## config.mk

```make
export PLATFORM = sky130hd
export DESIGN_NAME = photonic_link_tx
export DESIGN_NICKNAME = d
export VERILOG_FILES = /design/src/rtl/photonic_link_tx.sv
export SDC_FILE = /design/constraint.sdc
export NUM_CORES = 1
export LEC_CHECK = 0
export CAP_MARGIN = 20
export CORE_MARGIN = 3
export CORE_UTILIZATION = 39
export CTS_CLUSTER_DIAMETER = 60
export CTS_CLUSTER_SIZE = 28
export DETAILED_ROUTE_END_ITERATION = 12
export PLACE_DENSITY = 0.85
export SYNTH_ARGS = -nofsm -noshare
export SYNTH_HDL_FRONTEND = slang
export SYNTH_SLANG_ARGS = --single-unit
export TNS_END_PERCENT = 20
```

## constraint.sdc

```tcl
create_clock -name clk -period 1.35 [get_ports clk]
set_input_delay 0.27 -clock clk [delete_from_list [all_inputs] [get_ports clk]]
set_output_delay 0.27 -clock clk [all_outputs]
set_load 0.02 [all_outputs]
```

## src/rtl/photonic_link_tx.sv

```systemverilog
// Transmit side of the photonic node link: arbitrates for the shared waveguide, sends a
// header flit with the destination ID, then the payload MSB-first; self-addressed frames loop back.
module photonic_link_tx #(
    parameter int ID_WIDTH   = 2,
    parameter int DATA_WIDTH = 8,
    parameter int LANE_WIDTH = 2,
    parameter int NODE_ID    = 0
) (
    input  logic                  clk,
    input  logic                  reset_n,
    input  logic                  tx_valid,
    output logic                  tx_ready,
    input  logic [ID_WIDTH-1:0]   tx_dest,
    input  logic [DATA_WIDTH-1:0] tx_data,
    output logic                  tx_done,
    output logic                  link_req,
    input  logic                  link_grant,
    output logic                  link_valid,
    output logic                  link_sof,
    output logic [LANE_WIDTH-1:0] link_data,
    output logic                  loop_valid,
    output logic [DATA_WIDTH-1:0] loop_data
);

    localparam int BEATS  = (DATA_WIDTH / LANE_WIDTH < 1) ? 1 : DATA_WIDTH / LANE_WIDTH;
    localparam int BEAT_W = (BEATS > 1) ? $clog2(BEATS) : 1;

    typedef enum logic [2:0] {
        S_IDLE,
        S_REQ,
        S_HDR,
        S_DATA,
        S_DONE
    } state_t;

    state_t                state_q, state_d;
    logic [BEAT_W-1:0]     beat_q, beat_d;
    logic [ID_WIDTH-1:0]   dest_q, dest_d;
    logic [DATA_WIDTH-1:0] data_q, data_d;

    logic                  new_is_local;
    logic                  held_is_local;
    logic [DATA_WIDTH-1:0] data_aligned;

    assign new_is_local  = (tx_dest == ID_WIDTH'(NODE_ID));
    assign held_is_local = (dest_q == ID_WIDTH'(NODE_ID));
    // The held payload stays intact for loopback, so the current flit is selected by shifting a copy.
    assign data_aligned  = data_q << (32'(beat_q) * LANE_WIDTH);

    always_comb begin
        // NOTE: every signal gets a default before the case so no path leaves it unassigned (no latch).
        state_d    = state_q;
        beat_d     = beat_q;
        dest_d     = dest_q;
        data_d     = data_q;
        tx_ready   = 1'b0;
        tx_done    = 1'b0;
        link_req   = 1'b0;
        link_valid = 1'b0;
        link_sof   = 1'b0;
        link_data  = '0;
        loop_valid = 1'b0;
        loop_data  = '0;

        case (state_q)
            S_IDLE: begin
                tx_ready = 1'b1;
                if (tx_valid) begin
                    dest_d  = tx_dest;
                    data_d  = tx_data;
                    beat_d  = '0;
                    state_d = new_is_local ? S_DONE : S_REQ;
                end
            end
            S_REQ: begin
                link_req = 1'b1;
                if (link_grant) begin
                    state_d = S_HDR;
                end
            end
            S_HDR: begin
                link_req   = 1'b1;
                link_valid = 1'b1;
                link_sof   = 1'b1;
                link_data  = LANE_WIDTH'(dest_q);
                beat_d     = '0;
                state_d    = S_DATA;
            end
            S_DATA: begin
                // Once the header is out the frame runs to completion regardless of grant.
                link_req   = 1'b1;
                link_valid = 1'b1;
                link_data  = data_aligned[DATA_WIDTH-1 -: LANE_WIDTH];
                if (beat_q == BEAT_W'(BEATS - 1)) begin
                    state_d = S_DONE;
                end else begin
                    beat_d = beat_q + BEAT_W'(1);
                end
            end
            S_DONE: begin
                tx_done = 1'b1;
                if (held_is_local) begin
                    loop_valid = 1'b1;
                    loop_data  = data_q;
                end
                state_d = S_IDLE;
            end
            default: begin
                state_d = S_IDLE;
            end
        endcase
    end

    // NOTE: sequential state uses non-blocking assignments so all flops update together at the edge.
    always_ff @(posedge clk or negedge reset_n) begin
        if (!reset_n) begin
            state_q <= S_IDLE;
            beat_q  <= '0;
            dest_q  <= '0;
            data_q  <= '0;
        end else begin
            state_q <= state_d;
            beat_q  <= beat_d;
            dest_q  <= dest_d;
            data_q  <= data_d;
        end
    end

endmodule

```

Yosys cells after proc, flatten, opt, wreduce, memory -nomap -nowiden
Index checks and enable logic that the tools add are counted.
Operators by class
  equality and inequality tests: 9
  reduce and logical (&&, ||, !) cells: 9
  shift-type cells: 1
  add/subtract/negate cells: 1
  muxes and demuxes: 18
Operators with widths (number)
  8-bit 2-to-1 mux: 2
  3-bit 2-to-1 mux: 4
  3-bit one-hot mux with 4 select lines: 1
  2-bit inequality test, second input constant: 4
  8-bit by 3-bit left shift with 8-bit output: 1
  1-bit 2-to-1 mux: 7
  3-bit by 2-bit equality test with 1-bit output, second input constant: 2
  2-bit one-hot mux with 3 select lines: 1
  3-bit AND reduction: 2
  2-bit zero test: 2
  2-bit 2-to-1 mux: 2
  2-bit one-hot mux with 2 select lines: 1
  3-bit by 1-bit equality test with 1-bit output, second input constant: 1
  3-bit equality test, second input constant: 1
  3-bit zero test: 1
  3-bit nonzero test: 1
  3-bit OR reduction: 1
  2-bit by 1-bit adder with 2-bit output, second input constant: 1
  2-bit equality test, second input constant: 1
  2-bit AND reduction: 1
  2-bit OR reduction: 1
Storage, ports and cells
  output and inout bits: 16
  register bits after elaboration: 15
  word-level logic and storage cells: 42

Logic depth before layout (Yosys ltp)
  depth after elaboration: 4
  gate-level depth with buffers: 4
  mapped depth without buffers: 4

Least setup slack after synthesis
No wires, ideal clock.
  path kind: reg2out
  start: register state_q[1]
  end: output port loop_data[0]
  slack: -0.299 ns
  path buffers: 0
  arrival time: 1.379 ns
  stages on the path, launching flop included: 4
  cells stage by stage: dfrtp_1 > nor2_1 > nor4b_4 > and2_1
On the way
  cells in the longest elaborated chain, start to end: 2
RTL lines
  from (decl): RTL line 36  | state_t state_q, state_d;
  from (signal assigned): RTL line 122  | state_q <= state_d;
  3-bit equality test: RTL line 65  | case (state_q)
  8-bit 2-to-1 mux: RTL line 65
  to (decl): RTL line 22  | output logic [DATA_WIDTH-1:0] loop_data
Every way passes these cells.

Worst setup path after layout
  start: register beat_q[0]
  end: output port link_data[1]
On the way
  cells in the longest elaborated chain, start to end: 2
RTL lines
  from (decl): RTL line 37  | logic [BEAT_W-1:0] beat_q, beat_d;
  from (signal assigned): RTL line 123  | beat_q <= beat_d;
  8-bit by 3-bit left shift with 8-bit output: RTL line 48  | assign data_aligned = data_q << (32'(beat_q) * LANE_WIDTH);
  2-bit one-hot mux with 2 select lines: RTL line 65
  to (decl): RTL line 20  | output logic [LANE_WIDTH-1:0] link_data,
Every way passes these cells.

==> run summary <==
status - finished with violations
failing checks - setup timing
Max clock buf depth - 2
area leader, netlist - dfrtp_1
Reg-to-Reg Start - state_q[1]$_DFFE_PN0P_
H-tree levels - 1
Root Driver - clkbuf_4
worst r2r path cells - 5
largest cells by area after synthesis - dfrtp_1 (44%), mux2_4 (18%), and2_1 (6.6%)
most common cell in the netlist - dfrtp_1
WL final - 2400 um
Worst EP required - 1.08 ns
DR pass1 iterations - 4
Reg clk slew, reported paths - 0.09 ns
pwr dens - 2000 nW/um2
DP Worst Slack - -0.579 ns
max_slew headroom - 82.9%
IO buf count - 29
fin nets - 141
proportion of layout cells with a drive suffix above 1 - 64.0%
CTS tree - yes
Gate power share - 62.6%
Die Span Y - 52.7 um
Crit path arrival time - 1.58 ns
Synth Register Bits - 15
Clk pwr share - 8.7%
Final Hold Vio Count - 0
Fmax - 540 MHz
total power - 2.96 mW
Critical Path End Type - output pin
Final Cycle Share - 137%
crit-path max FO - 3
Worst-Skew Late Latency - 0.28 ns
antenna violations before repair - 0
full die area - 2770 um2
Synth Instances - 68
GR Overflow Total - 0
Setup-failing EPs final - 26
die width - 52.7 um
largest net degree at the start of global routing - 16
worst setup margin - -0.504 ns
total internal power - 1.88 mW
post-route ant nets - 0
Seq/Total Area, Yosys - 44.2%
startpoint types - register
Net Sw Power - 1.08 mW
Mean Syn Cell Area - 12.5 um2
Setup crit start - beat_q[0]$_DFFE_PN0P_
I/O pins - 30
async set-reset flop share out of synthesis - 100%
drt via density - 5.08
hold crit path type - in -> async
post-DP HPWL - 1760 um
global-route wire length before repair - 3820 um
hold_ws - 0.290 ns
Slew @ Worst Pin - 0.256 ns
fin. max-slew vios - 0
Fillers - 145
IR drop worst, VDD - 1.12 mV
cts hold-fix bufs - 0
syn nets - 83
Reg2Reg Setup Slack - -0.15 ns
YS warnings - 0
Netlist Area Pre-Place - 850 um2
Syn-to-layout area delta - 74.1%
clk_skew - 0.00981 ns
FP Rows - 16
worst setup path end - link_data[1]
Reg power frac - 28.7%
Initial DRC Count - 4
Core Box Area - 2000 um2
residual DRC count - 0
DR WL/cell - 15.8 um
GR Util All Layers - 19.3%
Antenna Cells - 0
crit path time final - 1.85 ns
RD Place Congestion - 0.808
vias in the first global route - 852
EDFF count, synth - 0
Post-synth top flop - dfrtp_1
leak pwr - 0.697 nW
sw frac - 36.5%
top-area cell type share of the netlist area - 44.2%
commonest cells in the netlist - dfrtp_1 (15), mux2_4 (10), and2_1 (9), nor2_1 (7), mux2i_1 (3)
Max-cap violations - 0
RSZ-0062 raised after global routing - yes
clk sink count - 15
vias post-DR - 772
kind of critical path - reg -> out
Worst R2R End - data_q[2]$_DFFE_PN0P_
setup TNS - -7.07 ns
TritonCTS Buffers - 3
Initial Util - 42.4%
Distinct cells, synth - 24
[sequential cells by signal, summed over array words and instances (netlist names)]
signal   flops
beat_q       2
data_q       8
state_q      3
dest_q       2
[metal layers]
metal | up-vias | track usage (%) | wire, um
met5 | - | 0 | 0
met4 | 0 | 10.6 | 66
met3 | 6 | 2.85 | 62
met2 | 20 | 36.2 | 1300
met1 | 384 | 20.1 | 967
li1 | 362 | - | -
[critical path, cell delays in order, from the launching register on]
cell	delay [ns]
dfrtp_1	0.41
mux4_2	0.52
mux2i_1	0.17
nor2_1	0.05
buf_2	0.15
[power groups by stage]
stage | combinational [mW] | sequential (mW) | clock (mW)
floorplan | 0.892 | 0.847 | 0
global placement | 1.64 | 0.832 | 0
detailed placement | 1.68 | 0.846 | 0
CTS | 1.68 | 0.842 | 0.269
global route | 1.99 | 0.880 | 0.296
finish | 1.85 | 0.850 | 0.258
[cell type report]
class / count / area [um2] / area share, %
multi-input cells: 49 / 528 / 35.7
inverters: 2 / 7.51 / 0.508
well taps: 27 / 33.8 / 2.28
repair buffers: 55 / 507 / 34.3
flip-flops and latches: 15 / 377 / 25.5
clock buffers: 4 / 26.3 / 1.78
[worst min path at each step]
stage                               start                    end  slack [ns]  depth (start not counted)
floorplan                         reset_n  beat_q[0]$_DFFE_PN0P_       -0.03                          0
global placement    data_q[7]$_DFFE_PN0P_  data_q[7]$_DFFE_PN0P_        0.54                          1
detailed placement  data_q[7]$_DFFE_PN0P_  data_q[7]$_DFFE_PN0P_        0.54                          1
CTS                               reset_n  data_q[7]$_DFFE_PN0P_        0.29                          2
global route                      reset_n  data_q[7]$_DFFE_PN0P_        0.30                          2
finish                            reset_n  data_q[7]$_DFFE_PN0P_        0.29                          2
[layout by cell type (no fill, tap or decap), types with 3 or more instances in the layout]
cell type,instances
and2_4,9
buf_4,24
buf_6,14
clkbuf_4,3
clkdlybuf4s50_1,13
dfrtp_1,14
mux2_4,11
mux2i_1,3
nor2_1,4
nor2_2,3
[cells by family after synthesis]
logic type | synth area share (%)
and+or+nand+nor | 18.9
buffers and inverters | 2.80
adders and majority gates | 1.47
DFF | 44.2
muxes | 27.8
AOI/OAI and AO/OA | 4.86
[what timing repair did]
action                     CTS  global route
gates resized for setup     93            18
pin swaps                    5             5
setup endpoints to repair   28            28
buffers inserted             0             2
gates cloned                 1             0
[stage by stage]
stage | std cells | util [%] | instance area (um2)
6_report | 152 | 73.9 | 1480
5_1_grt | 152 | 73.9 | 1480
4_1_cts | 150 | 69.8 | 1400
3_5_place_dp | 145 | 67.8 | 1360
3_3_place_gp | 145 | 67.8 | 1360
2_1_floorplan | 68 | - | 865
Note: power is estimated with default switching activity, not from simulation.
